<file path="src/rtl/trap_sequencer_pkg.sv">
// Shared definitions for the trap sequencer: CSR addresses, mstatus field positions,
// FSM state encodings, cause codes and the mstatus rewrite helpers.
package trap_sequencer_pkg;

  localparam logic [11:0] CSR_MSTATUS = 12'h300;
  localparam logic [11:0] CSR_MTVEC   = 12'h305;
  localparam logic [11:0] CSR_MEPC    = 12'h341;
  localparam logic [11:0] CSR_MCAUSE  = 12'h342;

  localparam int MSTATUS_MIE    = 3;
  localparam int MSTATUS_MPIE   = 7;
  localparam int MSTATUS_MPP_LO = 11;
  localparam int MSTATUS_MPP_HI = 12;

  localparam int CAUSE_ECALL_M = 11;

  typedef enum logic [2:0] {
    ST_IDLE    = 3'd0,
    ST_T_EPC   = 3'd1,
    ST_T_CAUSE = 3'd2,
    ST_T_STAT  = 3'd3,
    ST_T_VEC   = 3'd4,
    ST_R_STAT  = 3'd5,
    ST_R_EPC   = 3'd6
  } trap_state_t;

  // Only the low 13 bits of mstatus are touched; callers splice the upper bits back.
  function automatic logic [12:0] mstatus_enter(input logic [12:0] s);
    logic [12:0] r;
    r = s;
    r[MSTATUS_MPIE] = s[MSTATUS_MIE];
    r[MSTATUS_MIE]  = 1'b0;
    r[MSTATUS_MPP_HI:MSTATUS_MPP_LO] = 2'b11;
    return r;
  endfunction

  function automatic logic [12:0] mstatus_return(input logic [12:0] s);
    logic [12:0] r;
    r = s;
    r[MSTATUS_MIE]  = s[MSTATUS_MPIE];
    r[MSTATUS_MPIE] = 1'b1;
    return r;
  endfunction

endpackage

</file>
<file path="src/rtl/trap_sequencer.sv">
// Sequences ecall trap entry and mret return over a single CSR port,
// stalling decode until the final state redirects the PC.
module trap_sequencer
  import trap_sequencer_pkg::*;
#(
  parameter int XLEN        = 32,
  parameter int CAUSE_ECALL = CAUSE_ECALL_M
) (
  input  logic            clk,
  input  logic            rst,
  input  logic            valid_i,
  input  logic            ecall_i,
  input  logic            mret_i,
  input  logic [XLEN-1:0] pc_i,
  output logic [11:0]     csr_raddr_o,
  input  logic [XLEN-1:0] csr_rdata_i,
  output logic            csr_wen_o,
  output logic [11:0]     csr_waddr_o,
  output logic [XLEN-1:0] csr_wdata_o,
  output logic            stall_o,
  output logic            redirect_o,
  output logic [XLEN-1:0] redirect_pc_o,
  output logic            busy_o
);

  trap_state_t     state_reg, state_next;
  logic [XLEN-1:0] saved_pc_reg, saved_pc_next;
  logic            accept;

  assign accept = valid_i && (ecall_i || mret_i);
  assign busy_o = (state_reg != ST_IDLE);

  always_ff @(posedge clk) begin
    if (rst) begin
      state_reg    <= ST_IDLE;
      saved_pc_reg <= '0;
    end else begin
      state_reg    <= state_next;
      saved_pc_reg <= saved_pc_next;
    end
  end

  always_comb begin
    state_next    = state_reg;
    saved_pc_next = saved_pc_reg;
    csr_raddr_o   = 12'h000;
    csr_wen_o     = 1'b0;
    csr_waddr_o   = 12'h000;
    csr_wdata_o   = '0;
    stall_o       = 1'b0;
    redirect_o    = 1'b0;
    redirect_pc_o = '0;

    case (state_reg)
      ST_IDLE: begin
        if (accept) begin
          stall_o       = 1'b1;
          saved_pc_next = pc_i;
          // ecall takes priority when decode flags both
          state_next    = ecall_i ? ST_T_EPC : ST_R_STAT;
        end
      end
      ST_T_EPC: begin
        stall_o     = 1'b1;
        csr_wen_o   = 1'b1;
        csr_waddr_o = CSR_MEPC;
        csr_wdata_o = saved_pc_reg;
        state_next  = ST_T_CAUSE;
      end
      ST_T_CAUSE: begin
        stall_o     = 1'b1;
        csr_wen_o   = 1'b1;
        csr_waddr_o = CSR_MCAUSE;
        csr_wdata_o = XLEN'(CAUSE_ECALL);
        state_next  = ST_T_STAT;
      end
      ST_T_STAT: begin
        stall_o     = 1'b1;
        csr_raddr_o = CSR_MSTATUS;
        csr_wen_o   = 1'b1;
        csr_waddr_o = CSR_MSTATUS;
        csr_wdata_o = {csr_rdata_i[XLEN-1:13], mstatus_enter(csr_rdata_i[12:0])};
        state_next  = ST_T_VEC;
      end
      ST_T_VEC: begin
        csr_raddr_o   = CSR_MTVEC;
        redirect_o    = 1'b1;
        // mtvec low bits hold the vector mode; only direct mode is supported
        redirect_pc_o = {csr_rdata_i[XLEN-1:2], 2'b00};
        state_next    = ST_IDLE;
      end
      ST_R_STAT: begin
        stall_o     = 1'b1;
        csr_raddr_o = CSR_MSTATUS;
        csr_wen_o   = 1'b1;
        csr_waddr_o = CSR_MSTATUS;
        csr_wdata_o = {csr_rdata_i[XLEN-1:13], mstatus_return(csr_rdata_i[12:0])};
        state_next  = ST_R_EPC;
      end
      ST_R_EPC: begin
        csr_raddr_o   = CSR_MEPC;
        redirect_o    = 1'b1;
        redirect_pc_o = csr_rdata_i;
        state_next    = ST_IDLE;
      end
      default: begin
        state_next = ST_IDLE;
      end
    endcase
  end

endmodule
</file>
<file path="config.mk">
export PLATFORM = sky130hd
export DESIGN_NAME = trap_sequencer
export DESIGN_NICKNAME = d
export VERILOG_FILES = /design/src/rtl/trap_sequencer_pkg.sv /design/src/rtl/trap_sequencer.sv
export SDC_FILE = /design/constraint.sdc
export NUM_CORES = 1
export LEC_CHECK = 0
export BUFFER_PORTS_ARGS = -buffer_cell sky130_fd_sc_hd__buf_2
export CORE_MARGIN = 3
export CORE_UTILIZATION = 30
export CTS_BUF_LIST = sky130_fd_sc_hd__clkbuf_8
export CTS_CLUSTER_DIAMETER = 200
export DETAILED_ROUTE_END_ITERATION = 12
export PLACE_DENSITY = 0.68
export SYNTH_ARGS = -nofsm -noshare
export SYNTH_HDL_FRONTEND = slang
export SYNTH_SLANG_ARGS = --single-unit
</file>
<file path="constraint.sdc">
create_clock -name clk -period 2.15 [get_ports clk]
set_input_delay 0.215 -clock clk [delete_from_list [all_inputs] [get_ports clk]]
set_output_delay 0.215 -clock clk [all_outputs]
set_load 0.02 [all_outputs]
</file>
# ---- Yosys cells after proc, flatten, opt, wreduce, memory -nomap -nowiden
# Index checks and enable logic that the tools add are counted.
dict set report op_classes {
  n_eq_ne 7
  mux 11
  n_reduce_logical 8
}
# op count
set op_table {}
lappend op_table {{case mux 32 bit (4 select lines)} 1}
lappend op_table {{case mux 32 bit (2 select lines)} 1}
lappend op_table {{case mux 10 bit (3 select lines)} 2}
lappend op_table {{case mux 3 bit (5 select lines)} 1}
lappend op_table {{== test 3 bit, second input constant} 3}
lappend op_table {{== test 3 x 2 -> 1 bit, second input constant} 2}
lappend op_table {{2-to-1 mux 3 bit} 2}
lappend op_table {{OR reduction 2 bit} 2}
lappend op_table {{OR reduction 4 bit} 1}
lappend op_table {{== test 3 x 1 -> 1 bit, second input constant} 1}
lappend op_table {{logical NOT 3 bit} 1}
lappend op_table {{2-to-1 mux 1 bit} 3}
lappend op_table {{nonzero test 3 bit} 1}
lappend op_table {{!= test 2 bit, second input constant} 1}
lappend op_table {{case mux 1 bit (2 select lines)} 1}
lappend op_table {{AND reduction 2 bit} 1}
lappend op_table {{logical AND 1 bit} 1}
lappend op_table {{logical OR 1 bit} 1}
dict set report word_totals {
  ff_bits 35
  input_bits 69
  out_inout_bits 92
}

# ---- Logic depth before layout (Yosys ltp)
# Gate-level depths: netlist of the first run.
dict set report logic_depth {
  word_depth 4
  mapped_depth 6
  mapped_depth_nobuf 4
}

# ---- Least setup slack after synthesis of the first run
# OpenSTA, ideal clock, no wires.
dict set report synth_timing {
  kind {register to output}
  start {register state_reg[1]}
  end {output port csr_waddr_o[8]}
  arrival_ns 1.492
  slack_ns 0.443
  path_stages_with_launch 5
  n_path_buf 2
  path_cell_list {dfxtp_1 clkbuf_1 nor2_1 a21oi_1 buf_4}
}
dict set report synth_via {
  elab_chain_len 3
  word_cells_on_any_way 6
  classes_between {4 x eq/ne; 1 x mux; 1 x reduce/logical}
}
# item line
set synth_rtl {}
lappend synth_rtl {{start, declared} trap_sequencer.sv:26} ;# trap_state_t state_reg, state_next;
lappend synth_rtl {{start signal, assigned} trap_sequencer.sv:38} ;# state_reg <= state_next;
lappend synth_rtl {{== test 3 bit / == test 3 x 2 -> 1 bit (equally long branches)} trap_sequencer.sv:54} ;# case (state_reg)
lappend synth_rtl {{OR reduction 2 bit (no line)} n/a}
lappend synth_rtl {{case mux 10 bit (3 select lines) (*)} trap_sequencer.sv:54}
lappend synth_rtl {{end, declared} trap_sequencer.sv:18} ;# output logic [11:0] csr_waddr_o,
# Every way passes the cells marked *; elsewhere a longest branch is shown, timed or not.

# ---- Final worst setup path of the first run
dict set report layout_timing {
  start {register state_reg[1]}
  end {output port csr_wdata_o[21]}
}
dict set report layout_via {
  elab_chain_len 2
  word_cells_on_any_way 5
  classes_between {4 x eq/ne; 1 x mux}
}
# item line
set layout_rtl {}
lappend layout_rtl {{== test 3 bit, or another cell as far along} trap_sequencer.sv:54}
lappend layout_rtl {{case mux 32 bit (4 select lines) (*)} trap_sequencer.sv:54}
lappend layout_rtl {{end, declared} trap_sequencer.sv:19} ;# output logic [XLEN-1:0] csr_wdata_o,
# Marks and branches as above.

==> results.md, run 1 <==
* Placed cell count at 503
* Reg2Reg Depth at 5
* Worst Hold End: saved_pc_reg[21]$_SDFFE_PP0P_
* Die width at 91.8 um
* CP Launch Point: state_reg[1]$_SDFFE_PP0P_
* Worst R2R Start: state_reg[2]$_SDFFE_PP0P_
* Initial drt markers at 98
* Total number of vias at 2,508
* Max reg flops at 32
* Critical Path RT at 1930 ps
* Residual DRC at 0
* XOR/XNOR share of the synthesized area at 0
* Crit path kind: register to primary output
* Die ar. at 0.00843 mm2
* Clk_skew at 6.61 ps
* Largest net degree at the start of global routing at 36
* Final RePlAce weighted congestion at 0.764
* Period Utilization, post-route at 0.894
* First-pass GRT wire length at 11,300 um
* Complex-gate fraction of the synthesized area at 0.300
* Setup Buffers After CTS at 0
* Slowest CP cell: dfxtp_1
* Nets at 483
* IO Count at 161
* Synthesized area at 0.00221 mm2
* Post-route ant nets at 0
* Mux share of post-synthesis cell area at 0.0136
* R2R Setup Slk at 620 ps
* Worst VDD drop at 0.242 mV
* Min Tclk post-route at 1920 ps
* Hold Startpoint: pc_i[21]
* Fillers at 710
* Hold Path Class: primary input to register
* Die Height at 91.8 um
* Maximum clock path buffer count at 2
* Worst Path Max Fanout at 16
* Met3 usage at 0.0451
* Crit end category: primary output
* CP delay by family, top: flip-flops
* Slew margin rel. at 0.546
* Lkg Pwr at 0.00154 uW
* Setup TNS at 0 ps
* Synth top area share at 0.317
* Worst Path Buf+Inv at 2
* Layout cell share with drive strength beyond 1 at 0.420
* H-tree depth at 2
* Worst r2r dst: saved_pc_reg[29]$_SDFFE_PP0P_
* Site row count at 30
* Clock Sinks at 35
* Average size of a mapped cell at 7.86 um2
* TritonCTS clock tree: yes
* Total Routing Usage GR at 0.161
* # diodes at 0
* Peak-usage layer in the global routing report: met2
* Stages on worst setup path at 5
* Grt ovf at 0
* Main combinational cell family by area after synthesis: compound AO/OA/AOI/OAI gates
* Worst-Skew Late Latency at 280 ps
* Outcome: complete, no violations
* Drt pass-1 iters at 4
* Critical path cell sequence: nor2b_4 > o21a_1 > buf_4 > a22o_1 > buf_2
* Vias in the first global route at 2,386
* Dpl hpwl at 5160 um
* Worst path arrival time at 1710 ps
* Critical Path Start Type: register
* Synthesis-stage register bit count at 35
* Core Region at 0.00698 mm2
* Area Growth Syn to Fin at 37.4%
* Worst hold path stage count at 3
* Global-route track usage on met2 at 0.279
* Yosys top cell by area: dfxtp_1
* Non-filler instance count after layout at 510
* CTS Buf Count at 5
* Ys Warns at 0
* Slew @ Worst Pin at 681 ps
* Met1 GRT Util at 0.196
* Clk slew on worst S/H paths at 70 ps
* Final count of negative-setup-slack endpoints at 0
* CP max stage delay at 490 ps
* Max-capacitance violation count at 0
* Clock tree root buffer cell: clkbuf_8
* Fin. max-slew vios at 0
* Worst hold slack at 178 ps
* Routed WL at 7050 um
* Final hold vios at 0
* Area of the multi-input gates at 0.00127 mm2
* Unique masters post-synth at 33
* Post-DR vias/cell at 4.92
* Cells after synthesis at 281
* Sequential fraction of the synthesis area at 0.317
* Port bufs at 146
* Simple-Gate Fraction of Synth Area at 0.236
* Reg area at 703 um2
* Initial antenna violation count at 0
* RSZ-0062 raised after global routing: no
* Initial Util at 0.316
* Synth top area cells: dfxtp_1 (32%), a22o_1 (10%), and2_1 (9.1%)
* DR WL/cell at 13.8 um
* Area share of fa/ha/maj cells after synthesis at 0
* Final Util at 0.435
* Fmax at 0.520 GHz
* Pwr Density at 608 mW/mm2
==> layout by cell type, fill, tap and decap left out, types with 5 or more instances in the layout <==
cell / count
buf_2: 146
a21oi_1: 36
dfxtp_1: 33
and2_1: 32
nand3_1: 32
o21ai_0: 28
a22o_1: 26
conb_1: 14
buf_4: 13
o21ai_1: 6
clkbuf_8: 5
==> worst min-delay path, cell delays in order <==
cell	delay, ps
buf_2	90
nand3_1	50
a21oi_1	50
==> logic make-up after synthesis <==
| logic type | Yosys count |
|---|---|
| AOI/OAI and AO/OA | 108 |
| buffers and inverters | 48 |
| DFF | 35 |
| muxes | 3 |
| other | 1 |
| and+or+nand+nor | 86 |
==> per-layer routing <==
layer / wire length (um) / vias to the layer above
li1: - / 1229
met1: 3020 / 1171
met2: 3450 / 102
met3: 524 / 6
met4: 51 / 0
met5: 0 / -
==> repair_timing <==
item                                    in CTS  in global routing
endpoints found under the setup margin       0                 26
resized for setup                            0                  2
hold buffers                                 0                  0
==> cells in the mapped netlist <==
cell type,instances
nor2_4,1
clkbuf_1,15
and3_1,2
inv_1,1
nor4_1,1
o22ai_1,2
o21a_1,2
nor2b_1,4
buf_6,1
or2_1,1
nand2_1,3
o21bai_1,3
nor2_1,2
mux2i_1,3
nand4b_1,1
o21ai_1,6
conb_1,1
a21oi_1,36
a22o_1,26
or2b_1,2
nor2b_4,2
a21boi_0,3
and2_1,32
nand3_1,32
nor3_4,1
buf_4,18
a21o_1,1
inv_2,1
o21ai_0,29
nand2b_1,2
dfxtp_1,35
buf_8,2
buf_2,10
==> layout make-up <==
| class | count | share of cell area |
|---|---|---|
| Multi-Input combinational cell | 211 | 0.419 |
| Clock buffer | 5 | 0.0227 |
| Sequential cell | 35 | 0.232 |
| Tap cell | 96 | 0.0396 |
| Timing Repair Buffer | 159 | 0.273 |
| Clock inverter | 2 | 0.0111 |
| Inverter | 2 | 0.00247 |
==> stage by stage <==
| stage | total power (uW) | instance area (um2) | worst slack [ps] |
|---|---|---|---|
| finish | 1850 | 3030 | 227 |
| global route | 1950 | 3030 | 66.1 |
| CTS | 1870 | 3030 | 26.7 |
| detailed placement | 1300 | 2930 | 345 |
| global placement | 1290 | 2930 | 437 |
| floorplan | 1120 | 2260 | 443 |
==> worst max path at each step <==
| stage | to |
|---|---|
| 2_1_floorplan | csr_waddr_o[8] |
| 3_3_place_gp | csr_wdata_o[13] |
| 3_5_place_dp | csr_wdata_o[21] |
| 4_1_cts | csr_wdata_o[21] |
| 5_1_grt | csr_wdata_o[28] |
| 6_report | csr_wdata_o[21] |
==> where the power goes <==
group | internal (uW) | switching (uW) | total, uW | leakage [uW]
clock network | 335 | 231 | 567 | 0.0000554
logic | 198 | 351 | 549 | 0.00119
registers | 696 | 35.3 | 731 | 0.000287
(Power assumes the default switching activity.)
==> run 2: changes to the inputs <==
--- a/config.mk
+++ b/config.mk
@@ -11,7 +11,7 @@
 export CTS_BUF_LIST = sky130_fd_sc_hd__clkbuf_8
 export CTS_CLUSTER_DIAMETER = 200
 export DETAILED_ROUTE_END_ITERATION = 12
-export PLACE_DENSITY = 0.68
+export PLACE_DENSITY = 0.71
 export SYNTH_ARGS = -nofsm -noshare
 export SYNTH_HDL_FRONTEND = slang
 export SYNTH_SLANG_ARGS = --single-unit
==> constraint.sdc (replaced) <==
create_clock -name clk -period 1.7 [get_ports clk]
set_input_delay 0.17 -clock clk [delete_from_list [all_inputs] [get_ports clk]]
set_output_delay 0.17 -clock clk [all_outputs]
set_load 0.02 [all_outputs]
==> run 2 against run 1 <==
Compared with the run above: the flow now finishes with violations (negative setup slack); first-iteration DRC count is 24% lower; sequential power is 26% higher; count of clock-buffer cells in the layout stayed put; utilization is 7.0 points higher; clock power is 57% higher; power is 45% higher; setup slack worse by 270 ps; clock skew is 1.2 ps lower; wire length is 8.8% higher.
==> results.md, run 2 (synthesis gave the netlist of run 1 again) <==
* Final Util at 0.504
* Final Instance Area at 0.00352 mm2
* IO Count at 161
* Slew @ Worst Pin at 670 ps
* RSZ-0062 raised after global routing: yes
* Total number of vias at 2,563
* Worst hold path stage count at 3
* Fillers at 688
* Clock Sinks at 35
* DR WL/cell at 14.6 um
* Nets at 498
* Worst Hold End: saved_pc_reg[11]$_SDFFE_PP0P_
* Critical Path Start Type: register
* Min Tclk post-route at 1740 ps
* Largest net degree at the start of global routing at 36
* First-pass GRT wire length at 11,900 um
* Worst VDD drop at 0.403 mV
* Initial antenna violation count at 0
* Final hold vios at 0
* Worst-Skew Late Latency at 280 ps
* Commonest non-fill, non-tap cell in the layout: buf_2
* Routed WL at 7670 um
* Grt ovf at 0
* Most frequent cells in the layout: buf_2 (111), a21oi_1 (35), buf_6 (34)
* Outcome: finished with violations
* Failing checks: negative setup slack
* Area Growth Syn to Fin at 59.4%
* Post-DR vias/cell at 4.87
* Max reg flops at 32
* Worst Path Max Fanout at 8
* Layout cell share with drive strength beyond 1 at 0.456
* Hold Startpoint: pc_i[11]
* Reg2Reg Depth at 6
* Port bufs at 146
* Hold Path Class: primary input to register
* Clock tree root buffer cell: clkbuf_8
* Die ar. at 0.00843 mm2
* Critical Path RT at 1530 ps
* Slew margin rel. at 0.553
* Final count of negative-setup-slack endpoints at 25
* Die width at 91.8 um
* Final RePlAce weighted congestion at 0.737
* Die Height at 91.8 um
* # diodes at 0
* Dpl hpwl at 5280 um
* Clk_skew at 5.42 ps
* Lkg Pwr at 0.00168 uW
* Period Utilization, post-route at 1.02
* Worst r2r dst: saved_pc_reg[11]$_SDFFE_PP0P_
* Initial drt markers at 74
* Final WS setup at -37.8 ps
* Site row count at 30
* DP Worst Slack at 121 ps
* Post-Place Cell Area at 0.00302 mm2
* Core Region at 0.00698 mm2
* Vias in the first global route at 2,478
* Total Routing Usage GR at 0.171
* Fmax at 0.575 GHz
* Residual DRC at 0
* Maximum clock path buffer count at 2
* CTS Buf Count at 5
* Crit path kind: register to primary output
* Worst R2R Start: state_reg[2]$_SDFFE_PP0P_
* Max-capacitance violation count at 0
* R2R Setup Slk at 220 ps
* Drt pass-1 iters at 4
* Initial Util at 0.316
* Crit end category: primary output
* Fin. max-slew vios at 0
* Setup TNS at -389 ps
* Clk slew on worst S/H paths at 80 ps
* Worst path arrival time at 1570 ps
* H-tree depth at 2
* Post-CTS Hold Buffers at 0
* Pwr Density at 762 mW/mm2
* Post-route ant nets at 0
* TritonCTS clock tree: yes
==> run 2: timing repair <==
item,in CTS,in global routing
gates resized for setup,47,38
cloned,1,1
pin swaps,4,18
endpoints found under the setup margin,68,59
hold endpoints to repair,0,0
setup buffers,5,3
==> run 2: per-layer routing <==
metal | part of all wire | vias to the layer above | GRT usage | wire length, um
met2 | 0.51 | 104 | 0.310 | 3950
met1 | 0.41 | 1198 | 0.202 | 3180
met5 | 0 | - | 0 | 0
met4 | 0.0038 | 0 | 0.0384 | 29
met3 | 0.067 | 2 | 0.0435 | 512
li1 | - | 1259 | - | -
==> run 2: worst max-delay path by stage <==
stage,endpoint,from
after floorplan,csr_waddr_o[8],state_reg[1]$_SDFFE_PP0P_
after global placement,csr_wdata_o[19],state_reg[1]$_SDFFE_PP0P_
after detailed placement,csr_wdata_o[21],state_reg[1]$_SDFFE_PP0P_
after CTS,csr_raddr_o[8],state_reg[2]$_SDFFE_PP0P_
after global routing,csr_wdata_o[28],state_reg[1]$_SDFFE_PP0P_
final,csr_wdata_o[17],state_reg[2]$_SDFFE_PP0P_
==> run 2: report_power, final <==
part	switching (uW)	internal, uW
registers	41.2	878
clock network	308	581
logic	490	386
total	839	1850
==> run 2: through the flow <==
step                hold slack [ps]  power (uW)  cells
floorplan                       318        1420    294
global placement                423        1670    509
detailed placement              428        1690    509
CTS                             116        2670    523
global route                    115        2820    526
finish                          127        2680    526
==> run 2: cell type report <==
cell class / instances / area [um2] / area share
inverters: 2 / 7.51 / 0.00213
multi-input cells: 211 / 1310 / 0.371
clock inverters: 3 / 63.8 / 0.0181
repair buffers: 174 / 1240 / 0.353
well taps: 96 / 120 / 0.0341
clock buffers: 5 / 68.8 / 0.0195
flip-flops and latches: 35 / 712 / 0.202
==> run 2: worst max-delay path: stages (launching register included) <==
cell     delay, ps
dfxtp_4        370
nor2b_4        140
o21a_4         250
buf_12         150
a22o_1         250
buf_6          140
==> run 3: changes to the inputs <==
--- a/config.mk
+++ b/config.mk
@@ -8,7 +8,6 @@
 export BUFFER_PORTS_ARGS = -buffer_cell sky130_fd_sc_hd__buf_2
 export CORE_MARGIN = 3
 export CORE_UTILIZATION = 30
-export CTS_BUF_LIST = sky130_fd_sc_hd__clkbuf_8
 export CTS_CLUSTER_DIAMETER = 200
 export DETAILED_ROUTE_END_ITERATION = 12
 export PLACE_DENSITY = 0.71
==> constraint.sdc (replaced) <==
create_clock -name clk -period 1.7 [get_ports clk]
set_input_delay 0.17 -clock clk [delete_from_list [all_inputs] [get_ports clk]]
set_output_delay 0.17 -clock clk [all_outputs]
set_load 0.1 [all_outputs]
==> run 3 against run 2 <==
Compared with the run above: the flow still finishes with violations (negative setup slack); critical path type unchanged; clock power shrank 25%; largest cell class is now non-clock buffers; worst hold slack improved by 3.3 ps; setup slack worse by 77 ps; register-to-register slack worse by 130 ps; final cell count increased by 0.38%; combinational power grew 120%; sequential power grew 0.5%; highest routed layer unchanged; utilization up 20 points; power is 32% higher.
==> results.md, run 3 (synthesis gave the netlist of run 1 again) <==
* P_sw at 1600 uW
* Failing checks: negative setup slack
* Grt ovf at 0
* Maximum clock path buffer count at 2
* Die width at 91.8 um
* Crit end category: primary output
* Total Routing Usage GR at 0.206
* TritonCTS clock tree: yes
* Routed WL at 9250 um
* CP Launch Point: state_reg[2]$_SDFFE_PP0P_
* Critical Path RT at 1530 ps
* Final count of negative-setup-slack endpoints at 62
* Max-capacitance violation count at 0
* Vias in the first global route at 2,760
* Pwr Density at 722 mW/mm2
* Area Growth Syn to Fin at 123%
* Fmax at 0.551 GHz
* Clock Sinks at 35
* Hold Startpoint: pc_i[7]
* CTS Buf Count at 5
* Slew margin rel. at 0.554
* Critical path cell sequence: nor2b_4 > o21a_4 > buf_12 > a22o_4 > buf_12
* Die ar. at 0.00843 mm2
* Post-CTS Hold Buffers at 0
* Port bufs at 146
* Internal Dissipation at 1950 uW
* Non-filler instance count after layout at 528
* Max reg flops at 32
* Final WS setup at -115 ps
* Worst path arrival time at 1650 ps
* Slowest CP cell: dfxtp_4
* Sw Share at 0.450
* Nets at 500
* Reg2Reg Depth at 7
* DR WL/cell at 17.5 um
* Initial drt markers at 77
* First-pass GRT wire length at 13,900 um
* Outcome: finished with violations
* Core Region at 0.00698 mm2
* Final Instance Area at 0.00492 mm2
* Clk_skew at 10.7 ps
* Period Utilization, post-route at 1.07
* Hold Path Class: primary input to register
* IO Count at 161
* Total number of vias at 2,680
* Layout cell share with drive strength beyond 1 at 0.609
* Dpl hpwl at 6490 um
* Initial antenna violation count at 0
* Worst-Skew Late Latency at 280 ps
* H-tree depth at 2
* Worst Path Max Fanout at 7
* Fin. max-slew vios at 0
* Global-route track usage on met2 at 0.383
* CP max stage delay at 370 ps
* Residual DRC at 0
* Post-DR vias/cell at 5.08
* Min Tclk post-route at 1820 ps
* Drt pass-1 iters at 4
* Post-Place Cell Area at 0.00454 mm2
* Fillers at 511
* Largest net degree at the start of global routing at 36
* Met1 GRT Util at 0.236
* Combinational share of power at 0.553
* Initial Util at 0.316
* Peak-usage layer in the global routing report: met2
* Final RePlAce weighted congestion at 0.914
* Sequential power share at 0.260
* Final Util at 0.705
* Slew @ Worst Pin at 669 ps
* Worst R2R Start: state_reg[1]$_SDFFE_PP0P_
* Commonest non-fill, non-tap cell in the layout: buf_12
* Lkg Pwr at 0.00211 uW
* Worst hold path stage count at 3
* Crit path kind: register to primary output
* Die Height at 91.8 um
* Critical Path Start Type: register
* Crit path top cell by count: buf_12
* RSZ-0062 raised after global routing: yes
* Most frequent cells in the layout: buf_12 (85), buf_2 (68), a21oi_1 (34), nand3_1 (32), dfxtp_1 (32)
* Site row count at 30
* Clock share of power at 0.187
* Clock tree root buffer cell: clkbuf_8
* Met3 usage at 0.0427
* Clk slew on worst S/H paths at 80 ps
* Final hold vios at 0
* Post-route ant nets at 0
* # diodes at 0
* Worst VDD drop at 0.442 mV
* Placed cell count at 507
## run 3: path summary, 6_finish.rpt
check,slack [ps],end
worst max-delay path,-120,csr_wdata_o[19]
worst max register to register,90,state_reg[2]$_SDFFE_PP0P_
worst min-delay path,130,saved_pc_reg[7]$_SDFFE_PP0P_
worst min register to register,490,saved_pc_reg[12]$_SDFFE_PP0P_
## run 3: repair_timing
| item | in CTS | in global routing |
|---|---|---|
| endpoints found under the setup margin | 67 | 65 |
| pin swaps | 29 | 2 |
| buffers inserted | 5 | 4 |
| cloned | 3 | 1 |
| gates resized for setup | 21 | 6 |
## run 3: worst max-delay path: cells and delay by family (launching register included)
family          cells  cell delay, ps
compound gates      2             530
buf+inv             2             320
flops               1             370
simple gates        1             130
## run 3: cell type report
cell class	instances	area, um2	share of cell area
Timing Repair Buffer	175	2290	0.465
Clock buffer	8	100	0.0203
Timing Repair inverter	1	5.00	0.00102
Inverter	2	15.0	0.00305
Tap cell	96	120	0.0244
Multi-Input combinational cell	211	1680	0.342
Sequential cell	35	712	0.145
## run 3: metrics by stage
stage          hold slack (ps)  total power (uW)  TNS [ps]  setup WS, ps
3_3_place_gp               424              2730         0           104
2_1_floorplan              318              2190      -695          -202
5_1_grt                    137              3680     -6970          -150
4_1_cts                    130              3510     -3610          -107
6_report                   130              3550     -3870          -115
3_5_place_dp               430              2760         0          48.9
## run 3: per-layer routing
layer  part of all wire  routed length [um]  up-vias
met4              0.014                 127        0
li1                   -                   -     1267
met5                  0                   0        -
met2               0.53                4870      111
met1               0.40                3670     1290
met3              0.062                 577       12
## run 3: power by group through the flow
stage          combinational (uW)  sequential [uW]  clock, uW
2_1_floorplan                1260              930          0
3_3_place_gp                 1790              937          0
3_5_place_dp                 1820              942          0
4_1_cts                      1920              923        675
5_1_grt                      2030              930        715
6_report                     1970              924        664
